**src/rtl/pipelined_cla_addsub.sv**
```systemverilog
// Pipelined carry-lookahead adder/subtractor: one WIDTH/STAGES-bit CLA slice per stage,
// with operand skew and result deskew registers so every slice of an operation exits together.
module pipelined_cla_addsub #(
    parameter int WIDTH  = 32,
    parameter int STAGES = 4
) (
    input  logic             clk,
    input  logic             clrn,
    input  logic             en,
    input  logic             vin,
    input  logic [WIDTH-1:0] a,
    input  logic [WIDTH-1:0] b,
    input  logic             ci,
    input  logic             sub,
    output logic             vout,
    output logic [WIDTH-1:0] s,
    output logic             cout,
    output logic             ovf,
    output logic             zero
);

    localparam int W  = WIDTH / STAGES;
    localparam int NG = (W + 3) / 4;

    // Two-level lookahead: 4-bit group G/P, then flattened group carries and in-group carries.
    function automatic logic [W:0] cla_add(input logic [W-1:0] x, input logic [W-1:0] y,
                                           input logic cin);
        logic [W-1:0]  g, p, c;
        logic [NG-1:0] gg, gp;
        logic [NG:0]   gc;
        logic          t;
        g = x & y;
        p = x ^ y;
        for (int j = 0; j < NG; j++) begin
            gg[j] = 1'b0;
            gp[j] = 1'b1;
            for (int i = 4 * j; (i < 4 * j + 4) && (i < W); i++) begin
                gg[j] = g[i] | (p[i] & gg[j]);
                gp[j] = gp[j] & p[i];
            end
        end
        gc[0] = cin;
        for (int j = 1; j <= NG; j++) begin
            gc[j] = cin;
            for (int i = 0; i < j; i++) gc[j] = gc[j] & gp[i];
            for (int i = 0; i < j; i++) begin
                t = gg[i];
                for (int m = i + 1; m < j; m++) t = t & gp[m];
                gc[j] = gc[j] | t;
            end
        end
        for (int i = 0; i < W; i++) begin
            c[i] = gc[i / 4];
            for (int m = 4 * (i / 4); m < i; m++) c[i] = c[i] & p[m];
            for (int m = 4 * (i / 4); m < i; m++) begin
                t = g[m];
                for (int n = m + 1; n < i; n++) t = t & p[n];
                c[i] = c[i] | t;
            end
        end
        return {gc[NG], p ^ c};
    endfunction

    logic [WIDTH-1:0] b_eff;
    logic             c0;
    assign b_eff = b ^ {WIDTH{sub}};
    assign c0    = ci ^ sub;

    for (genvar k = 0; k < STAGES; k++) begin : stg
        localparam int DONE = (k + 1) * W;
        logic [W-1:0]    a_sl, b_sl;
        logic            c_sl, vld_sl;
        logic [W:0]      r_sl;
        logic [DONE-1:0] sum_sl;

        if (k == 0) begin : src
            assign a_sl   = a[W-1:0];
            assign b_sl   = b_eff[W-1:0];
            assign c_sl   = c0;
            assign vld_sl = vin;
            assign sum_sl = r_sl[W-1:0];
        end else begin : src
            assign a_sl   = stg[k-1].pipe.a_skew_p[W-1:0];
            assign b_sl   = stg[k-1].pipe.b_skew_p[W-1:0];
            assign c_sl   = stg[k-1].pipe.c_p;
            assign vld_sl = stg[k-1].pipe.vld_p;
            assign sum_sl = {r_sl[W-1:0], stg[k-1].pipe.sum_dsk_p};
        end

        assign r_sl = cla_add(a_sl, b_sl, c_sl);

        if (k < STAGES - 1) begin : pipe
            // ---- stage k -> k+1 boundary: slice carry, valid, unconsumed operands, finished sum
            localparam int REM = WIDTH - DONE;
            logic [REM-1:0]  a_skew_p, b_skew_p, a_nxt, b_nxt;
            logic [DONE-1:0] sum_dsk_p;
            logic            c_p, vld_p;

            if (k == 0) begin : fwd
                assign a_nxt = a[WIDTH-1:W];
                assign b_nxt = b_eff[WIDTH-1:W];
            end else begin : fwd
                assign a_nxt = stg[k-1].pipe.a_skew_p[WIDTH-k*W-1:W];
                assign b_nxt = stg[k-1].pipe.b_skew_p[WIDTH-k*W-1:W];
            end

            always_ff @(posedge clk) begin
                if (!clrn) begin
                    c_p   <= 1'b0;
                    vld_p <= 1'b0;
                end else if (en) begin
                    c_p   <= r_sl[W];
                    vld_p <= vld_sl;
                end
            end

            always_ff @(posedge clk) begin
                if (en) begin
                    a_skew_p  <= a_nxt;
                    b_skew_p  <= b_nxt;
                    sum_dsk_p <= sum_sl;
                end
            end
        end else begin : last
            // ---- final stage: outputs only move when a valid result arrives
            always_ff @(posedge clk) begin
                if (!clrn) begin
                    vout <= 1'b0;
                    s    <= '0;
                    cout <= 1'b0;
                    ovf  <= 1'b0;
                    zero <= 1'b1;
                end else if (en) begin
                    vout <= vld_sl;
                    if (vld_sl) begin
                        s    <= sum_sl;
                        cout <= r_sl[W];
                        // a^b^s at the MSB recovers the carry into it
                        ovf  <= a_sl[W-1] ^ b_sl[W-1] ^ r_sl[W-1] ^ r_sl[W];
                        zero <= (sum_sl == '0);
                    end
                end
            end
        end
    end

endmodule

```
**config.mk**
```make
export PLATFORM = sky130hd
export DESIGN_NAME = pipelined_cla_addsub
export DESIGN_NICKNAME = d
export VERILOG_FILES = /design/src/rtl/pipelined_cla_addsub.sv
export SDC_FILE = /design/constraint.sdc
export NUM_CORES = 1
export LEC_CHECK = 0
export CORE_MARGIN = 2
export CORE_UTILIZATION = 35
export CTS_CLUSTER_SIZE = 40
export DETAILED_ROUTE_END_ITERATION = 6
export HOLD_SLACK_MARGIN = 0.06
export PLACE_DENSITY_LB_ADDON = 0.08
export RECOVER_POWER = 25
export SLEW_MARGIN = 15
export SYNTH_ARGS = -nofsm -noshare
export SYNTH_HDL_FRONTEND = slang
export SYNTH_SLANG_ARGS = --single-unit
```
**constraint.sdc**
```tcl
create_clock -name clk -period 4.05 [get_ports clk]
set_clock_uncertainty 0.05 [all_clocks]
set_input_delay 1.215 -clock clk [delete_from_list [all_inputs] [get_ports clk]]
set_output_delay 1.215 -clock clk [all_outputs]
set_load 0.02 [all_outputs]
```
==> impl_metrics.py, run 1 <==
metrics = {
    "outcome": {
        "violations": "max-capacitance violations, max-slew violations",
        "outcome": "complete, but fails checks",
    },
    "route": {
        "drt_iter0_drc": 147,
        "num_vias": 4279,
        "drc": 0,
        "antenna_left": 0,
        "viasPerCell": 4.581,
        "wirelength_um": 13720,
        "wl_per_cell_um": 14.69,
        "drtPass1Iterations": 4,
    },
    "worst_hold_path": {
        "worstHoldStart": "stg[1].pipe.sum_dsk_p[2]",
        "holdPathEnd": "stg[2].pipe.sum_dsk_p[2]",
        "hold_class": "flip-flop to flip-flop",
        "whs_path_depth": 0,
    },
    "clock_network": {
        "cts_buffers": 17,
        "clk_pin_slew_ns": 0.07,
        "cts_tree": "yes",
        "clock_latency_ns": 0.43,
        "cts_resized": 0,
        "cts.sinks": 186,
        "htree_num_levels": 4,
        "cts_setup_buffers": 0,
        "cts_root_buf": "clkbuf_16",
        "hold_buffers": 0,
        "ctsLongestPathBuffers": 2,
    },
    "worst_setup_path": {
        "r2r_end": "zero",
        "critPathMaxFanout": 4,
        "r2r_start": "stg[2].pipe.a_skew_p[0]",
        "worst_ep_required_time_ns": 4.19,
        "start_kind": "primary input",
        "critical_path_class": "primary input to flip-flop",
        "crit_arrival_ns": 3.56,
        "end_kind": "flip-flop",
        "worstRegToRegCells": 10,
        "r2r_slack_ns": 0.99,
    },
    "sta": {
        "period_needed_ns": 3.424,
        "tightest_slew_ns": 1.588,
        "max_slew_margin": -0.05899,
        "post-route-period-util": 0.8453,
        "setup_tns_ns": 0,
        "drv_slew": 25,
        "setup_viol": 0,
        "rsz0062_at_grt": "false",
        "fmax_ghz": 0.2921,
        "final-hold-violation-count": 0,
    },
    "die": {
        "core_area_um2": 21150,
        "placementRows": 53,
        "die_w_um": 151.4,
        "design.die.area_um2": 22930,
        "die_h_um": 151.4,
        "boundaryPins": 106,
        "start_util": 0.3597,
    },
    "logic_synthesis": {
        "synth_enable_flop_cells": 144,
        "synth_nets": 649,
        "synth_warnings": 0,
        "synth_top_cell_area_share": 0.5683,
        "synth_cell_type_count": 40,
        "yosysTopAreaCell": "edfxtp_1",
        "syn-cell-area_um2": 7609,
        "seq_area_frac_synth": 0.6788,
        "synth.area.top_cells": "edfxtp_1 (57%), dfxtp_1 (11%), ha_1 (6.6%)",
        "synth_area_per_cell_um2": 14.33,
        "synth_seq_cells": 186,
        "synth_top_flop_cell": "edfxtp_1",
        "async_flop_share": 0,
        "syn_inst": 531,
    },
    "place": {
        "dpl.hpwl_um": 9526,
        "io_buffer_count": 105,
        "gp_congestion": 0.7407,
    },
    "grt": {
        "antenna_found_initial": 0,
        "grt_pass1_wl_um": 21770,
        "grt_pass1_vias": 4420,
        "gr-total-overflow": 0,
        "grt_max_degree": 135,
        "grt_use_total": 0.1273,
    },
    "power": {
        "peakVddDrop_v": 0.0001982,
        "power_leakage_uw": 0.003490,
        "power.density_nw_per_um2": 453.7,
    },
    "final_layout": {
        "area_delta_synth_final_pct": 25.47,
        "diodes": 0,
        "drive_gt1_frac": 0.06525,
        "n_fill_cell": 1905,
        "finish.utilization": 0.4513,
        "fin_nets": 764,
    },
    "job": {
        "drv_cap": 1,
    },
}
## synth_stat cells (2+ instances only)
master    count
inv_1        16
o21bai_1      2
xor2_1       38
nor4_1        4
fa_1          8
a21boi_0     30
a21oi_1       7
o21ba_2       2
a31oi_1       3
nand4_1       4
nand2b_1      4
xnor2_1      14
nor3_1        6
nor2_1       25
edfxtp_1    144
buf_2         3
a211oi_1      4
dfxtp_1      42
mux2i_1       3
o21a_1       10
ha_1         40
o21ai_0       9
o211a_1       5
o211ai_1      4
nand2_1      67
a21o_1        7
clkbuf_1     12
and2_1        3
nor2b_1       4
## registers in the layout, indices dropped and copies added (netlist names)
register            flops
stg.pipe.vld_p          3
vout                    1
cout                    1
stg.pipe.sum_dsk_p     48
stg.pipe.c_p            3
ovf                     1
zero                    1
s                      32
stg.pipe.a_skew_p      48
stg.pipe.b_skew_p      48
## where the power goes
group,total [µW],internal [µW],switching (µW)
clock,1550,817,731
combinational,453,224,230
sequential,2330,2270,62.3
total,4330,3310,1020
## layer usage
metal / wire [µm] / track usage
met1: 6077 / 0.1509
met2: 6785 / 0.2147
met3: 618 / 0.03434
met4: 234 / 0.06028
met5: 0 / 0
## layout by cell type, fill, tap and decap left out, types with 5 or more instances in the layout
cell,synthesis,final
a21boi_0,30,30
a21o_1,7,7
a21oi_1,7,7
buf_4,0,6
clkbuf_16,0,17
clkdlybuf4s50_1,0,103
dfxtp_1,42,42
edfxtp_1,144,144
fa_1,8,8
ha_1,40,40
inv_1,16,16
nand2_1,67,67
nor2_1,25,25
nor3_1,6,6
o211a_1,5,5
o21a_1,10,10
o21ai_0,9,9
xnor2_1,14,14
xor2_1,38,38
## worst max-delay path, stage by stage
cell and delay (ns):
clkdlybuf4s50_1 0.47, xor2_1 0.15, ha_1 0.30, a21oi_1 0.17
o21ai_0 0.12, a31oi_1 0.31, inv_1 0.08, ha_1 0.19
o21a_1 0.20, o21a_1 0.18, nor2_1 0.11, xnor2_1 0.07
## layout make-up
type	count	area (µm²)	area share
sequential	186	5165	0.5410
multi-input combinational	313	2320	0.2430
timing repair buffer	112	1105	0.1157
clock buffer	19	442.9	0.04640
tap	275	344.1	0.03604
clock inverter	13	110.1	0.01153
inverter	16	60.06	0.006291
## cells by family (layout without fill, tap and decap cells)
kind of cell	Yosys count	in the layout	synth area share
flip-flops	186	186	0.6788
XOR/XNOR	52	52	0.05986
adder cells (fa/ha/maj)	48	48	0.08683
AND/OR/NAND/NOR	123	123	0.07186
AO/OA/AOI/OAI	87	87	0.08239
multiplexers	3	3	0.003947
buffers and inverters	32	160	0.01628
## metrics by stage
stage               instances  setup WS [ns]  total power (µW)  cell area, µm²  hold WS (ns)
floorplan                 531         0.3474              2628            7609        0.3503
global placement          902         0.2531              2819            9001        0.3525
detailed placement        902         0.2027              2833            9001        0.3545
CTS                       934         0.6656              4395            9554        0.3696
global route              934         0.4539              4539            9547        0.3718
finish                    934         0.6264              4331            9547        0.3652
## how the worst max path moves through the flow
stage	to	slack, ns	depth (start not counted)	startpoint
2_1_floorplan	stg[0].pipe.sum_dsk_p[7]	0.35	13	sub
3_3_place_gp	stg[0].pipe.sum_dsk_p[7]	0.25	12	b[1]
3_5_place_dp	stg[0].pipe.sum_dsk_p[7]	0.20	12	b[1]
4_1_cts	stg[0].pipe.sum_dsk_p[7]	0.67	12	b[1]
5_1_grt	stg[0].pipe.sum_dsk_p[7]	0.45	12	b[1]
6_report	stg[0].pipe.sum_dsk_p[7]	0.63	12	b[1]
(Power assumes the default switching activity.)
==> run 2: changes to the inputs <==
==> constraint.sdc (replaced) <==
create_clock -name clk -period 3.5 [get_ports clk]
set_clock_uncertainty 0.05 [all_clocks]
set_input_delay 1.05 -clock clk [delete_from_list [all_inputs] [get_ports clk]]
set_output_delay 1.05 -clock clk [all_outputs]
set_load 0.02 [all_outputs]
==> run 2 against run 1 <==
Compared with the run above: the flow still finishes with violations (max-capacitance violations, max-slew violations); worst setup slack got worse by 0.27 ns; routed wire length fell by 2.3%; sequential power is 16% higher; die area stayed put; largest cell class unchanged.
==> impl_metrics.py, run 2 (synthesis results as in run 1) <==
metrics = {
    "route": {
        "num_vias": 4297,
        "drtPass1Iterations": 4,
        "wl_per_cell_um": 14.27,
        "drc": 0,
        "viasPerCell": 4.576,
        "antenna_left": 0,
        "drt_iter0_drc": 204,
        "wirelength_um": 13400,
    },
    "worst_setup_path": {
        "slowest_stage": "fa_1",
        "path_buf_inv": 0,
        "end_kind": "flip-flop",
        "critical_path_class": "flip-flop to flip-flop",
        "r2r_slack_ns": 0.35,
        "crit_family": "simple AND/OR/NAND/NOR gates",
        "critPathMaxFanout": 2,
        "worst_ep_required_time_ns": 3.81,
        "start_kind": "flip-flop",
        "crit_arrival_ns": 3.46,
        "crit_chain": "ha_1, a211oi_1, nor2_1, o21ai_0, nand2b_1, fa_1, nor4b_2, nand4_1, or4_1, o21ai_1",
        "critPathMaxStageDelay_ns": 0.53,
    },
    "place": {
        "placed_cells": 907,
        "placed_area_um2": 9039,
        "gp_congestion": 0.6859,
        "dpl.hpwl_um": 9562,
        "io_buffer_count": 105,
    },
    "grt": {
        "antenna_found_initial": 1,
        "grt_max_degree": 51,
        "grt_pass1_wl_um": 21380,
        "grt_use_total": 0.1254,
        "gr-total-overflow": 0,
        "grt_pass1_vias": 4406,
    },
    "sta": {
        "drv_slew": 26,
        "final-hold-violation-count": 0,
        "rsz0062_at_grt": "false",
        "setup_viol": 0,
        "post-route-period-util": 0.8994,
        "period_needed_ns": 3.148,
        "max_slew_margin": -0.02477,
        "tightest_slew_ns": 1.537,
        "fmax_ghz": 0.3177,
    },
    "final_layout": {
        "n_fill_cell": 1930,
        "final_common_cell": "edfxtp_1",
        "stdcell_count": 939,
        "top_regs": "stg.pipe.a_skew_p (48), stg.pipe.b_skew_p (48), stg.pipe.sum_dsk_p (48)",
        "drive_gt1_frac": 0.07229,
        "diodes": 0,
        "final_cell_mix": "edfxtp_1 (144), clkdlybuf4s50_1 (103), nand2_1 (67)",
        "stdcell_area_um2": 9597,
        "fin_nets": 769,
        "area_delta_synth_final_pct": 26.13,
    },
    "die": {
        "start_util": 0.3597,
        "placementRows": 53,
        "boundaryPins": 106,
        "die_w_um": 151.4,
        "core_area_um2": 21150,
        "die_h_um": 151.4,
        "design.die.area_um2": 22930,
    },
    "clock_network": {
        "cts_root_buf": "clkbuf_16",
        "cts_resized": 0,
        "clk_pin_slew_ns": 0.07,
        "cts_tree": "yes",
        "htree_num_levels": 4,
        "cts.sinks": 186,
        "cts_buffers": 17,
        "cts_setup_buffers": 0,
        "ctsLongestPathBuffers": 2,
        "hold_buffers": 0,
        "clock_latency_ns": 0.42,
    },
    "worst_hold_path": {
        "hold_class": "flip-flop to flip-flop",
    },
    "job": {
        "drv_cap": 1,
    },
    "power": {
        "power_leakage_uw": 0.003512,
        "power.density_nw_per_um2": 525.5,
        "peakVddDrop_v": 0.0002733,
    },
    "outcome": {
        "violations": "max-capacitance violations, max-slew violations",
        "outcome": "complete, but fails checks",
    },
}
## run 2: cell count changes in the layout (fill, tap and decap cells not counted)
| cell | previous run | this run |
|---|---|---|
| clkbuf_1 | 2 | 4 |
| clkinv_4 | 4 | 1 |
| clkinv_2 | 0 | 2 |
| buf_4 | 6 | 11 |
| bufinv_16 | 0 | 1 |
| inv_8 | 2 | 0 |
| clkbuf_8 | 1 | 2 |
| clkinv_1 | 1 | 0 |
| clkinvlp_4 | 3 | 5 |
| nor4b_2 | 0 | 1 |
| nor4b_1 | 1 | 0 |
| inv_6 | 3 | 1 |
## run 2: layout make-up
class	instances	area [µm²]	area share
timing repair buffer	117	1142	0.1190
multi-input combinational	313	2326	0.2424
sequential	186	5165	0.5382
clock buffer	22	464.2	0.04837
tap	275	344.1	0.03585
clock inverter	10	95.09	0.009909
inverter	16	60.06	0.006258
## run 2: layer usage
metal  global-route usage  part of all wire  vias to the layer above
met5                    0            0.0012                        -
met4              0.04486             0.012                        2
met3              0.04608             0.050                       13
met2               0.2124              0.50                       78
met1               0.1462              0.44                     2053
li1                     -                 -                     2151
## run 2: worst paths after layout
check | endpoint | start | cells past startpoint
max | zero | stg[2].pipe.a_skew_p[0] | 10
min | stg[1].pipe.b_skew_p[12] | stg[0].pipe.b_skew_p[20] | 0
max reg2reg | zero | stg[2].pipe.a_skew_p[0] | 10
min reg2reg | stg[1].pipe.b_skew_p[12] | stg[0].pipe.b_skew_p[20] | 0
## run 2: where the power goes
| part | internal [µW] | switching, µW |
|---|---|---|
| Clock | 1020 | 801 |
| Combinational | 265 | 262 |
| Sequential | 2620 | 71.2 |
## run 2: stage by stage
step | setup slack, ns | hold WS, ns | setup TNS (ns) | power, µW | util
floorplan | 0.02626 | 0.3503 | 0 | 3042 | -
global placement | -0.01470 | 0.3536 | -0.01470 | 3269 | 0.4273
detailed placement | -0.04089 | 0.3545 | -0.04089 | 3281 | 0.4273
CTS | 0.1642 | 0.3670 | 0 | 5113 | 0.4537
global route | 0.1239 | 0.3757 | 0 | 5292 | 0.4537
finish | 0.3519 | 0.3654 | 0 | 5043 | 0.4537
==> run 3: changes to the inputs <==
==> constraint.sdc (replaced) <==
create_clock -name clk -period 3.26 [get_ports clk]
set_clock_uncertainty 0.05 [all_clocks]
set_input_delay 0.978 -clock clk [delete_from_list [all_inputs] [get_ports clk]]
set_output_delay 0.978 -clock clk [all_outputs]
set_load 0.02 [all_outputs]
==> run 3 against run 2 <==
Compared with the run above: the run now ends clean; sequential power increased by 7%; global-route usage about the same; fmax increased by 2.5%; die area unchanged; total power increased by 12%; first-iteration DRC count decreased by 16%; combinational power increased by 11%; clock-buffer cell count increased by 1; routed wire length increased by 1.3%; critical endpoint unchanged; largest power group unchanged.
==> impl_metrics.py, run 3 (synthesis results as in run 1) <==
metrics = {
    "outcome": {
        "outcome": "finished clean",
    },
    "power": {
        "peakVddDrop_v": 0.0002556,
        "power.density_nw_per_um2": 582.3,
        "power_leakage_uw": 0.003590,
        "pwr-share-seq": 0.512,
        "p_clk_frac": 0.385,
        "combPwrFrac": 0.103,
        "power.switching_uw": 1230,
        "p_sw_frac": 0.2172,
        "intPower_uw": 4432,
    },
    "worst_setup_path": {
        "critical_path_class": "flip-flop to flip-flop",
        "crit_chain": "ha_1, a211oi_2, nor2_1, o21ai_0, nand2b_1, fa_1, nor4b_4, nand4_1, or4_1, o21ai_1",
        "path_buf_inv": 0,
        "start_kind": "flip-flop",
        "r2r_slack_ns": 0.19,
        "slowest_stage": "fa_1",
        "worst_ep_required_time_ns": 3.56,
        "crit_family": "simple AND/OR/NAND/NOR gates",
        "critPathMaxFanout": 2,
        "crit_arrival_ns": 3.37,
        "end_kind": "flip-flop",
        "critPathMaxStageDelay_ns": 0.55,
    },
    "place": {
        "gp_congestion": 0.7278,
        "placed_cells": 911,
        "io_buffer_count": 105,
        "dpl.hpwl_um": 9719,
        "placed_area_um2": 9069,
    },
    "final_layout": {
        "n_fill_cell": 1862,
        "stdcell_count": 943,
        "diodes": 0,
        "drive_gt1_frac": 0.08234,
        "stdcell_area_um2": 9722,
        "fin_nets": 773,
        "area_delta_synth_final_pct": 27.77,
        "top_regs": "stg.pipe.a_skew_p (48), stg.pipe.b_skew_p (48), stg.pipe.sum_dsk_p (48)",
        "final_cell_mix": "edfxtp_1 (144), clkdlybuf4s50_1 (100), nand2_1 (67)",
        "final_common_cell": "edfxtp_1",
    },
    "sta": {
        "tightest_slew_ns": 0.6020,
        "period_needed_ns": 3.070,
        "final-hold-violation-count": 0,
        "hold_slack_ns": 0.3598,
        "fmax_ghz": 0.3257,
        "post-route-period-util": 0.9417,
        "max_slew_margin": 0.5974,
        "setup_viol": 0,
        "drv_slew": 0,
    },
    "die": {
        "start_util": 0.3597,
        "die_w_um": 151.4,
        "die_h_um": 151.4,
        "placementRows": 53,
        "core_area_um2": 21150,
        "boundaryPins": 106,
        "design.die.area_um2": 22930,
    },
    "clock_network": {
        "ctsLongestPathBuffers": 2,
        "cts.sinks": 186,
        "cts_buffers": 17,
        "cts_tree": "yes",
        "cts_root_buf": "clkbuf_16",
        "clk_pin_slew_ns": 0.07,
        "htree_num_levels": 4,
        "clock_latency_ns": 0.43,
        "hold_buffers": 0,
    },
    "route": {
        "num_vias": 4349,
        "drc": 0,
        "viasPerCell": 4.612,
        "drtPass1Iterations": 4,
        "wirelength_um": 13570,
        "wl_per_cell_um": 14.39,
        "antenna_left": 0,
        "drt_iter0_drc": 172,
    },
    "grt": {
        "grt_pass1_wl_um": 21500,
        "gr-total-overflow": 0,
        "grt_max_degree": 56,
        "grt_use_total": 0.1252,
        "grt_pass1_vias": 4283,
        "antenna_found_initial": 0,
    },
    "worst_hold_path": {
        "hold_class": "flip-flop to flip-flop",
    },
    "job": {
        "drv_cap": 0,
    },
}
[run 3: cell count changes in the layout (fill, tap and decap cells not counted), moves of 2 or more]
| cell | change |
|---|---|
| buf_4 | +4 |
| clkdlybuf4s50_1 | -3 |
| clkinvlp_4 | -3 |
| dlygate4sd3_1 | +3 |
| bufinv_16 | +2 |
| clkbuf_1 | -2 |
| o21ai_0 | -2 |
| o21ai_1 | +2 |
[run 3: per-layer routing]
metal	track usage	vias to the layer above	share of wire
li1	-	2151	-
met1	0.1561	2104	0.45
met2	0.2068	83	0.50
met3	0.03283	11	0.040
met4	0.05187	0	0.013
met5	0	-	0
[run 3: final timing paths]
kind	start	to	cells after the start
worst min-delay path	stg[1].pipe.b_skew_p[15]	stg[2].pipe.b_skew_p[7]	0
worst max register to register	stg[2].pipe.a_skew_p[0]	zero	10
worst max-delay path	stg[2].pipe.a_skew_p[0]	zero	10
worst min register to register	stg[1].pipe.b_skew_p[15]	stg[2].pipe.b_skew_p[7]	0
[run 3: final cells by class]
type                       instances  area (µm²)  area share
sequential                       186        5165      0.5313
multi-input combinational        313        2340      0.2407
timing repair buffer             121        1180      0.1214
clock inverter                     9       133.9     0.01377
tap                              275       344.1     0.03539
clock buffer                      23       499.2     0.05135
inverter                          16       60.06    0.006178
[run 3: worst reg2reg max path: stages (launching register included)]
cell and delay (ns):
edfxtp_1 0.39, ha_1 0.34, a211oi_2 0.28, nor2_1 0.07, o21ai_0 0.15, nand2b_1 0.12, fa_1 0.55, nor4b_4 0.27
nand4_1 0.17, or4_1 0.49, o21ai_1 0.11
[run 3: power by group through the flow]
stage	sequential [µW]	clock, µW	combinational (µW)
3_5_place_dp	2950	0	583
2_1_floorplan	2920	0	345
4_1_cts	2900	2240	589
5_1_grt	2920	2320	661
3_3_place_gp	2950	0	573
6_report	2900	2180	583
[run 3: timing repair]
item / in CTS / in global routing
endpoints found under the setup margin: 1 / 1
buffers inserted: 0 / 0
pin swaps: 0 / 0
gates resized for setup: 1 / 3
cloned: 0 / 0
[run 3: through the flow]
stage / worst slack (ns) / power (µW) / utilization / setup TNS (ns)
final: 0.1900 / 5661 / 0.4596 / 0
after global routing: -0.0004969 / 5904 / 0.4596 / -0.0004969
after CTS: 0.07784 / 5734 / 0.4589 / 0
after detailed placement: -0.1879 / 3534 / 0.4287 / -0.2423
after global placement: -0.1254 / 3518 / 0.4287 / -0.1869
after floorplan: 0.01578 / 3269 / - / 0
